===== src/rtl/frame_buf_sched_pkg.sv =====
// frame_buf_sched_pkg: FSM encoding and Avalon burst constants shared by frame_buf_sched
package frame_buf_sched_pkg;
  typedef enum logic [2:0] {S_IDLE, S_SEL, S_REQ, S_DRAIN, S_DONE} fsm_t;
  localparam logic [1:0] STATE_IDLE = 2'd3;
  localparam int BCNT_W = 7;
endpackage


===== src/rtl/frame_buf_addr_gen.sv =====
// frame_buf_addr_gen: frame address / remaining-word counters and next burst length
module frame_buf_addr_gen
  import frame_buf_sched_pkg::*;
#(
  parameter int BURST_LEN = 16,
  parameter int ADDR_W = 32
) (
  input  logic              clk,
  input  logic              rst_n,
  input  logic              load,
  input  logic              issue,
  input  logic [ADDR_W-1:0] base,
  input  logic [29:0]       words,
  output logic [ADDR_W-1:0] addr,
  output logic [BCNT_W-1:0] blen,
  output logic              last
);
  logic [ADDR_W-1:0] addr_q, addr_d;
  logic [29:0] remain_q, remain_d;
  // full burst unless only a tail of the frame is left; advance on each accepted burst
  always_comb begin
    blen = remain_q >= 30'(BURST_LEN) ? BCNT_W'(BURST_LEN) : remain_q[BCNT_W-1:0];
    last = remain_q <= 30'(BURST_LEN);
    addr_d = load ? base : issue ? addr_q + ADDR_W'({blen, 2'b00}) : addr_q;
    remain_d = load ? words : issue ? remain_q - 30'(blen) : remain_q;
  end
  // counter registers
  always_ff @(posedge clk) begin
    if (!rst_n) begin
      addr_q <= '0;
      remain_q <= '0;
    end else begin
      addr_q <= addr_d;
      remain_q <= remain_d;
    end
  end
  assign addr = addr_q;
endmodule


===== src/rtl/frame_buf_sched.sv =====
// frame_buf_sched: double-buffered frame reader over Avalon-MM bursts; FRAME_BUF_SCHED_STATS_EN adds frame/repeat counters
module frame_buf_sched
  import frame_buf_sched_pkg::*;
#(
  parameter int BURST_LEN = 16,
  parameter int ADDR_W = 32
) (
  input  logic              clk,
  input  logic              rst_n,
  input  logic [31:0]       start_status,
  input  logic [31:0]       buffer_base,
  input  logic [31:0]       img_size,
  input  logic [1:0]        buffer_status,
  output logic [1:0]        state,
  output logic              img_end,
  output logic              avm_read,
  output logic [ADDR_W-1:0] avm_address,
  output logic [BCNT_W-1:0] avm_burstcount,
  input  logic              avm_waitrequest,
  input  logic              avm_readdatavalid,
  input  logic [31:0]       avm_readdata,
  input  logic [9:0]        fifo_space,
  output logic [31:0]       pix_data,
  output logic              pix_valid
`ifdef FRAME_BUF_SCHED_STATS_EN
  ,
  output logic [15:0]       frame_cnt,
  output logic [15:0]       repeat_cnt
`endif
);
  fsm_t fsm_q, fsm_d;
  logic [1:0] state_q, state_d;
  logic last_q, last_d, drop_q, drop_d, img_end_q, img_end_d;
  logic avm_read_q, read_d, pix_valid_q, pix_valid_d;
  logic [ADDR_W-1:0] avm_address_q, addr_d, agen_addr;
  logic [BCNT_W-1:0] avm_burstcount_q, bcnt_d, blen;
  logic [9:0] outst_q, outst_d;
  logic [31:0] pix_data_q, pix_data_d, frame_base;
  logic [29:0] words;
  logic issue, other, sel, rpt, enter_sel, last_burst, unused_bits;

  assign words = img_size[31:2];
  assign frame_base = state_q[0] ? buffer_base + {words, 2'b00} : buffer_base;
  assign unused_bits = ^{start_status[31:1], img_size[1:0]};

  frame_buf_addr_gen #(.BURST_LEN(BURST_LEN), .ADDR_W(ADDR_W)) u_addr_gen (
    .clk(clk),
    .rst_n(rst_n),
    .load(fsm_q == S_SEL),
    .issue(issue),
    .base(ADDR_W'(frame_base)),
    .words(words),
    .addr(agen_addr),
    .blen(blen),
    .last(last_burst)
  );

  // frame sequencing, buffer choice, flow-controlled burst requests and output staging
  always_comb begin
    issue = avm_read_q & ~avm_waitrequest;
    other = ~last_q;
    sel = buffer_status[other] ? other : last_q;
    rpt = ~buffer_status[other] & ~buffer_status[last_q];
    fsm_d = fsm_q;
    read_d = avm_read_q;
    addr_d = avm_address_q;
    bcnt_d = avm_burstcount_q;
    drop_d = drop_q;
    case (fsm_q)
      S_IDLE: if (start_status[0] && words != '0) begin
        fsm_d = S_SEL;
        drop_d = 1'b0;
      end
      S_SEL: fsm_d = words != '0 ? S_REQ : S_IDLE;
      S_REQ: if (issue) begin
        read_d = 1'b0;
        fsm_d = last_burst ? S_DRAIN : S_REQ;
      end else if (!avm_read_q && {1'b0, fifo_space} >= {1'b0, outst_q} + 11'(blen)) begin
        read_d = 1'b1;
        addr_d = agen_addr;
        bcnt_d = blen;
      end
      S_DRAIN: fsm_d = outst_q == '0 ? S_DONE : S_DRAIN;
      S_DONE: fsm_d = start_status[0] ? S_SEL : S_IDLE;
      default: fsm_d = S_IDLE;
    endcase
    enter_sel = fsm_d == S_SEL && fsm_q != S_SEL;
    state_d = fsm_d == S_IDLE ? STATE_IDLE : enter_sel ? {1'b0, sel} : state_q;
    last_d = enter_sel ? sel : last_q;
    img_end_d = fsm_d == S_DONE;
    outst_d = outst_q + (issue ? 10'(avm_burstcount_q) : 10'd0) - 10'(avm_readdatavalid & ~drop_q);
    pix_valid_d = avm_readdatavalid & ~drop_q;
    pix_data_d = pix_valid_d ? avm_readdata : pix_data_q;
  end

  // FSM and registered outputs; data returning after a reset is dropped until the next frame starts
  always_ff @(posedge clk) begin
    if (!rst_n) begin
      fsm_q <= S_IDLE;
      state_q <= STATE_IDLE;
      last_q <= 1'b1;
      drop_q <= 1'b1;
      img_end_q <= 1'b0;
      avm_read_q <= 1'b0;
      avm_address_q <= '0;
      avm_burstcount_q <= '0;
      outst_q <= '0;
      pix_valid_q <= 1'b0;
      pix_data_q <= '0;
    end else begin
      fsm_q <= fsm_d;
      state_q <= state_d;
      last_q <= last_d;
      drop_q <= drop_d;
      img_end_q <= img_end_d;
      avm_read_q <= read_d;
      avm_address_q <= addr_d;
      avm_burstcount_q <= bcnt_d;
      outst_q <= outst_d;
      pix_valid_q <= pix_valid_d;
      pix_data_q <= pix_data_d;
    end
  end

  assign state = state_q;
  assign img_end = img_end_q;
  assign avm_read = avm_read_q;
  assign avm_address = avm_address_q;
  assign avm_burstcount = avm_burstcount_q;
  assign pix_valid = pix_valid_q;
  assign pix_data = pix_data_q;

`ifdef FRAME_BUF_SCHED_STATS_EN
  logic [15:0] frame_cnt_q, frame_cnt_d, repeat_cnt_q, repeat_cnt_d;
  // completed-frame and repeat-selection counts, wrapping at 16 bits
  always_comb begin
    frame_cnt_d = frame_cnt_q + 16'(img_end_d);
    repeat_cnt_d = repeat_cnt_q + 16'(enter_sel & rpt);
  end
  // statistics registers
  always_ff @(posedge clk) begin
    if (!rst_n) begin
      frame_cnt_q <= '0;
      repeat_cnt_q <= '0;
    end else begin
      frame_cnt_q <= frame_cnt_d;
      repeat_cnt_q <= repeat_cnt_d;
    end
  end
  assign frame_cnt = frame_cnt_q;
  assign repeat_cnt = repeat_cnt_q;
`endif
endmodule


===== config.mk =====
export PLATFORM = sky130hd
export DESIGN_NAME = frame_buf_sched
export DESIGN_NICKNAME = d
export VERILOG_FILES = /design/src/rtl/frame_buf_sched_pkg.sv /design/src/rtl/frame_buf_addr_gen.sv /design/src/rtl/frame_buf_sched.sv
export SDC_FILE = /design/constraint.sdc
export NUM_CORES = 1
export LEC_CHECK = 0
export CAP_MARGIN = 10
export CORE_MARGIN = 1.5
export CORE_UTILIZATION = 50
export DETAILED_ROUTE_END_ITERATION = 7
export GPL_TIMING_DRIVEN = 0
export PLACE_DENSITY = 0.91
export SLEW_MARGIN = 20
export SYNTH_ARGS = -nofsm -noshare
export SYNTH_HDL_FRONTEND = slang
export SYNTH_HIERARCHICAL = 1
export SYNTH_SLANG_ARGS = --single-unit

===== constraint.sdc =====
create_clock -name clk -period 7.1 [get_ports clk]
set_input_delay 0.71 -clock clk [delete_from_list [all_inputs] [get_ports clk]]
set_output_delay 0.71 -clock clk [all_outputs]
set_load 0.02 [all_outputs]

## Yosys cells after proc, flatten, opt, wreduce, memory -nomap -nowiden

Cells that the tools add are included.
W data, S select, Z words.

| word-level totals | value |
|---|---|
| input port bits | 144 |
| word-level logic and storage cells | 72 |
| output and inout bits | 76 |
| register bits after elaboration | 153 |

| operators by class | value |
|---|---|
| bitwise operators | 9 |
| $add $sub $neg | 6 |
| equality and inequality tests | 7 |
| muxes and demuxes | 19 |
| magnitude comparators | 4 |
| reduce and logical (&&, ||, !) cells | 14 |

Operator list:

| cell | number |
|---|---|
| $mux W32 | 3 |
| $mux W30 | 2 |
| $add A32 B32 Y32 | 1 |
| $add A32 B9 Y32 | 1 |
| $ge A30 B5 Y1 const B | 1 |
| $le A30 B5 Y1 const B | 1 |
| $reduce_bool A30 Y1 | 1 |
| $sub A30 B7 Y30 | 1 |
| $pmux W3 S5 | 1 |
| $mux W7 | 2 |
| $add A10 B7 Y11 | 1 |
| $ge A10 B11 Y1 | 1 |
| $add A10 B7 Y10 | 1 |
| $and A1 B10 Y10 | 1 |
| $logic_not A10 Y1 | 1 |
| $not A1 Y10 | 1 |
| $sub A10 B10 Y10 | 1 |
| $mux W3 | 3 |
| $mux W1 | 7 |
| $eq A3 B1 Y1 const B | 2 |
| $eq A3 B2 Y1 const B | 2 |
| $eq A3 B3 Y1 const B | 2 |
| $logic_not A3 Y1 | 2 |
| $not A1 Y1 | 5 |
| 10 further kinds | 15 |

## Logic depth before layout (Yosys ltp)

Gate-level depths: netlist (run 1).

| logic depth | value |
|---|---|
| depth in word-level cells | 7 |
| mapped depth | 25 |
| depth with buffers taken out | 23 |

## By module

Netlist (run 1), hierarchy kept.

By module, submodules not included:

| module | cells each | area each (µm²) | times used | seq. area each (µm²) |
|---|---|---|---|---|
| frame_buf_sched | 783 | 6143.4 | 1 | 1821.7 |
| frame_buf_addr_gen | 468 | 3781.1 | 1 | 1241.2 |

## Worst setup path before layout (run 1)

Ideal clock, no wire load.

| timing path | value |
|---|---|
| path type | register to register |
| start point | register u_addr_gen.remain_q[15] |
| end point | register avm_address_q[21], in the netlist avm_address[21] |
| buffers on the path | 2 |
| period minus slack after synthesis | 4.872 ns |
| setup slack | 2.228 ns |
| cell stages (with the launch flop) | 24 |
| library setup time | 0.070 ns |
| arrival time | 4.802 ns |
| required time | 7.030 ns |
| cell sequence | dfxtp_1 > or3_4 > or3_4 > nor3_1 > and2_1 > ha_1 > inv_1 > fa_1 > nor2b_1 > o21ai_0 > a21boi_0 > o21a_1 > o21ai_1 > nand2b_1 > nand2_1 > xnor2_1 > ha_1 > or4_1 > a21oi_1 > o21a_1 > clkbuf_1 > buf_2 > o21ai_0 > a21oi_1 |

| between the ends | value |
|---|---|
| word-level cells in the longest chain between the ends | 6 |

RTL lines:

| what | line | RTL |
|---|---|---|
| from (decl) | frame_buf_addr_gen.sv:19 | `logic [29:0] remain_q, remain_d;` |
| from (signal assigned) | frame_buf_addr_gen.sv:34 | `remain_q <= remain_d;` |
| $ge A30 B5 Y1 | frame_buf_addr_gen.sv:22 | `blen = remain_q >= 30'(BURST_LEN) ? BCNT_W'(BURST_LEN) : remain_q[BCNT_W-1:0];` |
| $mux W7 | frame_buf_addr_gen.sv:22 |  |
| named net blen[0] | frame_buf_sched.sv:36 | `logic [BCNT_W-1:0] avm_burstcount_q, bcnt_d, blen;` |
| $add A10 B7 Y11 | frame_buf_sched.sv:78 | `end else if (!avm_read_q && {1'b0, fifo_space} >= {1'b0, outst_q} + 11'(blen)) begin` |
| $ge A10 B11 Y1 | frame_buf_sched.sv:78 |  |
| $logic_and A1 B1 Y1 | frame_buf_sched.sv:78 |  |
| $reduce_and A3 Y1 (no source line) | n/a |  |
| to (signal assigned) | frame_buf_sched.sv:117 | `avm_address_q <= addr_d;` |
| to (decl) | frame_buf_sched.sv:35 | `logic [ADDR_W-1:0] avm_address_q, addr_d, agen_addr;` |

The timed path passes the listed nets, and every way through them passes these cells.
A chain may end at the register's enable or synchronous reset.

## Worst setup path after layout (run 1)

| timing path | value |
|---|---|
| start point | register u_addr_gen.remain_q[5] |
| end point | register avm_address_q[26], in the netlist avm_address[26] |

Same word-level chain as after synthesis.

==> reports/metrics.cfg, run 1 <==
[route]
route.detailed.drc = 0
vias = 10600
wire_per_inst_um = 18.5
initialDrtViolationCount = 1025
wl_um = 32200
vias_per_cell = 6.09
drt.antenna.violating_nets = 0
firstDrtPassIters = 7

[clock_network]
htree_levels = 4
cts_resized = 0
post_cts_buffers = 0
cts_tree = yes
cts-root-buf = clkbuf_16
postCtsHoldBufs = 0
cts.path.max_buffers = 2
clk_pin_slew_ns = 0.06
cts_made_buffers = 17
cts_sinks = 153
clk_latency_ns = 0.43

[global_route]
grt_pass1_vias = 9797
overflow = 0
grt_usage = 0.304
grt_start_max_net_pins = 18
grt_pass1_wl_um = 49300
antenna_found_initial = 0

[sta]
period_share = 0.889
fin_tns_setup_ns = 0
finalHoldViolations = 0
clock_skew_ns = 0.00958
maxClockFrequency_mhz = 158
worst_slew_pin_slew_ns = 0.895
post-route-min-period_ns = 6.31
setup_viol = 0
rsz0062_at_grt = no
drv_slew = 0
slew_headroom = 0.403

[yosys]
synth_area_leaders = dfxtp_1 31%, ha_1 9.2%, a21oi_1 7.3%, o21ai_0 5.8%, nand2_1 4.8%
synth.distinct_cells = 80
synthCells = 1251
synth-main-ff-cell = dfxtp_1
syn_area_per_cell_um2 = 7.93
synth-edff-count = 0
ys_ff_latch = 153
syn_area_mm2 = 0.00992
yosys.area.top_type = dfxtp_1
ys_async_sr_fraction = 0
yosysWarningCount = 6
yosysSeqAreaShare = 0.309
yosysTopAreaCellShare = 0.309

[placement]
place.gp.congestion = 1.01
place_hpwl_um = 24600
port_buffers = 186

[layout]
antenna_cells = 0
n_fill_cell = 1559
nets = 1680
syn_to_final_growth_pct = 28.7
final_cell_mix = 186 x clkdlybuf4s50_1, 153 x dfxtp_1, 144 x a21oi_1
layout.cells.most_common = clkdlybuf4s50_1
drive_gt1_frac = 0.0557

[worst_setup_path]
required_ns = 7.45
end_kind = register
crit_arrival_ns = 6.67
cp_common_cell = a21oi_1
slowest_delay_ns = 0.71
path_buf_inv = 3
cp_max_fo = 10
path_cells = nor3_1 -> nand3_1 -> nor3_1 -> and2_1 -> inv_1 -> fa_1 -> nor2b_1 -> o21ai_0 -> a21boi_0 -> o21a_1 -> o21ai_1 -> nand2b_1 -> nand2_1 -> xnor2_1 -> ha_1 -> nor4_1 -> a21oi_1 -> nand3b_1 -> nor2_1 -> a21oi_1 -> clkbuf_1 -> clkbuf_1 -> o21ai_0 -> a21oi_1
crit_family = simple AND/OR/NAND/NOR gates
critPathSlowestCell = nor3_1
critPathKind = reg -> reg
cp.depth = 24
reg2reg_depth = 24
startpoint_type = register

[job]
cap_violations = 0

[die]
core_area_mm2 = 0.0195
row_count = 51
ios = 220
die_h_um = 144
die_area_mm2 = 0.0207
start_util = 0.510
die_w_um = 144

[power_and_ir_drop]
peakVddDrop_mv = 0.206
totalPowerFinal_w = 0.00355
p_leak_nw = 4.77
p_per_area_mw_per_mm2 = 278

[worst_hold_path]
hold_path_depth = 2
min_path_type = reg -> reg

[outcome]
status = complete, no violations

## sequential cells by signal, summed over array words and instances (netlist names), 2 cells and up
name	count
pix_data	32
avm_address	32
u_addr_gen/addr	32
avm_burstcount	7
state	2
fsm_q	3
outst_q	10
u_addr_gen/remain_q	30
## layer usage
layer,routed length [µm],vias up,global-route usage
li1,-,4968,-
met1,12600,4895,0.370
met2,15100,612,0.506
met3,3100,93,0.0723
met4,1330,0,0.143
met5,0,-,0
## area by class of cell
class	instances	area [µm²]	share of cell area
multi-input combinational	976	6390	0.501
sequential	153	3060	0.240
buffer	68	267	0.0209
clock inverter	12	198	0.0155
inverter	57	214	0.0168
clock buffer	19	443	0.0347
timing repair buffer	186	1860	0.146
tap	265	332	0.0260
## final timing paths
check | startpoint | endpoint | slack (ns)
max | u_addr_gen/remain_q[5]$_SDFFE_PN0N_ | avm_address[26]$_SDFFE_PN0P_ | 0.79
min | drop_q$_SDFFE_PN1P_ | drop_q$_SDFFE_PN1P_ | 0.44
max reg2reg | u_addr_gen/remain_q[5]$_SDFFE_PN0N_ | avm_address[26]$_SDFFE_PN0P_ | 0.79
min reg2reg | drop_q$_SDFFE_PN1P_ | drop_q$_SDFFE_PN1P_ | 0.44
## cell usage after synthesis, drive strengths merged (5+ instances only)
master,n
a2111oi,5
and4,7
and3,6
xnor2,51
nor3b,5
or4,5
nand3,63
inv,56
nand4,19
nor2b,13
o31ai,8
nor3,43
nand2,126
a21o,34
or3,10
ha,73
o21ai,120
a21boi,8
clkbuf,59
mux2i,9
xor2,13
a31oi,13
o211ai,5
o211a,6
nor4,25
buf,9
a211oi,10
dfxtp,153
nor2,43
a21oi,146
o21bai,6
nand2b,10
mux2,20
and2,13
o21a,11
## metrics by stage
| stage | worst slack, ns | cell area [µm²] | cells | hold slack, ns | utilization |
|---|---|---|---|---|---|
| after global placement | 1.15 | 12100 | 1705 | 0.427 | 0.623 |
| after floorplan | 2.23 | 9940 | 1254 | 0.413 | - |
| final | 0.787 | 12800 | 1736 | 0.441 | 0.656 |
| after detailed placement | 1.02 | 12100 | 1705 | 0.435 | 0.623 |
| after CTS | 0.928 | 12800 | 1736 | 0.445 | 0.656 |
| after global routing | 0.334 | 12800 | 1736 | 0.472 | 0.656 |
## report_power, final
part | leakage, nW | internal [W] | switching, W | total [W]
Combinational | 3.21 | 0.000591 | 0.000873 | 0.00146
Sequential | 1.25 | 0.000976 | 0.000116 | 0.00109
Clock | 0.309 | 0.000631 | 0.000364 | 0.000995
Total | 4.77 | 0.00220 | 0.00135 | 0.00355
## cell families (layout without fill, tap and decap cells)
family | after synthesis | in the layout | synth area share
AOI/OAI and AO/OA | 403 | 403 | 0.251
and+or+nand+nor | 398 | 398 | 0.203
DFF | 153 | 153 | 0.309
buffers and inverters | 125 | 342 | 0.0484
adders and majority gates | 77 | 77 | 0.100
xor gates and xnor gates | 64 | 64 | 0.0565
muxes | 29 | 29 | 0.0318
other | 2 | 5 | 0.000757
## worst min-delay path: cells and delay by family, from the launching register on
kind	cells	cell delay [ns]
DFF	1	0.31
and+or+nand+nor	2	0.09
Power figures use the tool's default switching activity.
==> run 2: changes to the inputs <==
Settings changed: CORE_MARGIN 1.5 to not set, SKIP_CTS_REPAIR_TIMING set to 1.
==> reports/metrics.cfg, run 2 (synthesized netlist as in run 1, its figures left out) <==
[layout]
nets = 1680  ; unchanged
layout.cells.most_common = clkdlybuf4s50_1
n_fill_cell = 1578  ; +1.2%
drive_gt1_frac = 0.0557  ; unchanged
design_area_mm2 = 0.0127  ; -0.30%
final_cell_mix = 186 x clkdlybuf4s50_1, 153 x dfxtp_1, 144 x a21oi_1
syn_to_final_growth_pct = 28.3
antenna_cells = 0  ; unchanged

[placement]
place_hpwl_um = 24400  ; -1.0%
place.gp.congestion = 0.955  ; -5.1%
place_area_mm2 = 0.0121  ; unchanged
pre_cts_slack_ns = 1.02  ; -0.00236 ns
port_buffers = 186  ; unchanged

[power_and_ir_drop]
intPower_w = 0.00214  ; -2.8%
p_clk_frac = 0.267  ; -0.013
share_seq_of_total_power = 0.313  ; +0.005
sw_frac_of_total = 0.390  ; +0.00844
combinationalPowerShare = 0.421  ; +0.009
p_leak_nw = 4.75  ; -0.44%
p_switching_w = 0.00136  ; +0.75%
p_per_area_mw_per_mm2 = 275  ; -1.1%
peakVddDrop_mv = 0.184  ; -11%

[worst_setup_path]
reg2reg_depth = 22  ; -8.3%
required_ns = 7.46  ; about the same
startpoint_type = register
critPathKind = reg -> reg
crit_arrival_ns = 6.79  ; +0.12 ns
end_kind = register
cp_max_fo = 10  ; unchanged

[route]
route.detailed.drc = 0  ; unchanged
firstDrtPassIters = 6  ; -1
wl_um = 32200  ; +0.18%
wire_per_inst_um = 18.6  ; +0.18%
drt.antenna.violating_nets = 0  ; unchanged
vias = 10600  ; -0.10%
initialDrtViolationCount = 981  ; -4.3%
vias_per_cell = 6.08  ; -0.10%

[global_route]
grt_usage = 0.313  ; +0.00802
grt_pass1_wl_um = 49600  ; +0.53%
grt_start_max_net_pins = 18  ; unchanged
grt_pass1_vias = 9819  ; +0.22%
antenna_found_initial = 0  ; unchanged
overflow = 0  ; unchanged

[sta]
period_share = 0.905  ; +0.0161
slew_headroom = 0.385  ; -0.0182
post-route-min-period_ns = 6.43  ; +0.114 ns
worst_slew_pin_slew_ns = 0.922  ; +0.0273 ns
setup_slack_ns = 0.672  ; -0.114 ns
setup_viol = 0  ; unchanged
maxClockFrequency_mhz = 156  ; -1.8%
fin_tns_setup_ns = 0  ; unchanged
drv_slew = 0  ; unchanged
rsz0062_at_grt = no
clock_skew_ns = 0.00632  ; -0.00325 ns
finalHoldViolations = 0  ; unchanged

[die]
die_area_mm2 = 0.0204  ; -1.4%
die_h_um = 143  ; -0.69%
row_count = 51  ; unchanged
die_w_um = 143  ; -0.69%
start_util = 0.510  ; unchanged
core_area_mm2 = 0.0195  ; unchanged
ios = 220  ; unchanged

[clock_network]
cts-root-buf = clkbuf_16
clk_latency_ns = 0.43  ; about the same
cts.path.max_buffers = 2  ; unchanged
htree_levels = 4  ; unchanged
cts_made_buffers = 17  ; unchanged
cts_tree = yes
cts_sinks = 153  ; unchanged
clk_pin_slew_ns = 0.06  ; about the same

[worst_hold_path]
hold_path_depth = 2  ; unchanged
min_path_type = reg -> reg

[outcome]
status = complete, no violations

[job]
cap_violations = 0  ; unchanged

[run 2: cell types whose count changed in the layout (fill, tap and decap cells not counted)]
| cell | before | now |
|---|---|---|
| bufinv_16 | 5 | 3 |
| clkbuf_8 | 1 | 2 |
| clkinvlp_4 | 2 | 3 |
[run 2: critical path: stages (launching register included)]
cell	delay, ns
dfxtp_1	0.36
nor4_1	0.61
nand3_1	0.40
nor3_1	0.66
and2_1	0.41
ha_1	0.30
a21o_1	0.18
a21oi_1	0.22
o21ai_0	0.11
a21oi_1	0.22
o21bai_1	0.08
a21o_1	0.20
xnor2_1	0.13
ha_1	0.28
nor4_1	0.27
a21oi_1	0.10
nand3b_1	0.15
nor2_1	0.07
a21oi_1	0.42
clkbuf_1	0.48
clkbuf_1	0.36
o21ai_0	0.17
a21oi_1	0.16
[run 2: area by class of cell]
class,instances,area (µm²),share of cell area
inverter,57,214,0.0168
timing repair buffer,186,1860,0.146
buffer,68,267,0.0209
clock inverter,11,145,0.0114
multi-input combinational,976,6390,0.502
sequential,153,3060,0.241
tap,265,332,0.0260
clock buffer,20,457,0.0359
[run 2: path summary, 6_finish.rpt]
check | startpoint | endpoint | slack, ns
worst max-delay path | u_addr_gen/remain_q[20]$_SDFFE_PN0N_ | avm_address[28]$_SDFFE_PN0P_ | 0.67
worst min-delay path | drop_q$_SDFFE_PN1P_ | drop_q$_SDFFE_PN1P_ | 0.45
worst max register to register | u_addr_gen/remain_q[20]$_SDFFE_PN0N_ | avm_address[28]$_SDFFE_PN0P_ | 0.67
worst min register to register | drop_q$_SDFFE_PN1P_ | drop_q$_SDFFE_PN1P_ | 0.45
[run 2: power by group through the flow]
stage | sequential, W | combinational (W) | clock (W)
2_1_floorplan | 0.00111 | 0.000974 | 0
3_3_place_gp | 0.00110 | 0.00137 | 0
3_5_place_dp | 0.00111 | 0.00141 | 0
4_1_cts | 0.00109 | 0.00144 | 0.000941
5_1_grt | 0.00111 | 0.00161 | 0.000978
6_report | 0.00109 | 0.00147 | 0.000934
[run 2: routing by layer]
metal,part of all wire,track usage,up-vias,routed length [µm]
met3,0.078,0.0580,111,2520
met5,0,0,-,0
met1,0.40,0.382,4923,13000
met2,0.47,0.523,552,15200
met4,0.045,0.160,0,1450
li1,-,-,4971,-
[run 2: per-stage QoR]
step | hold slack [ns] | power, W | util | std cells
2_1_floorplan | 0.413 | 0.00208 | - | 1254
3_3_place_gp | 0.427 | 0.00247 | 0.623 | 1705
4_1_cts | 0.454 | 0.00347 | 0.654 | 1736
3_5_place_dp | 0.445 | 0.00252 | 0.623 | 1705
6_report | 0.451 | 0.00350 | 0.654 | 1736
5_1_grt | 0.481 | 0.00369 | 0.654 | 1736
==> run 3: changes to the inputs <==
Settings changed: CTS_CLUSTER_DIAMETER set to 40, SLEW_MARGIN 20 to not set.
==> results of run 3 <==
No change in the layout: final DEF, timing and power equal those of run 2.
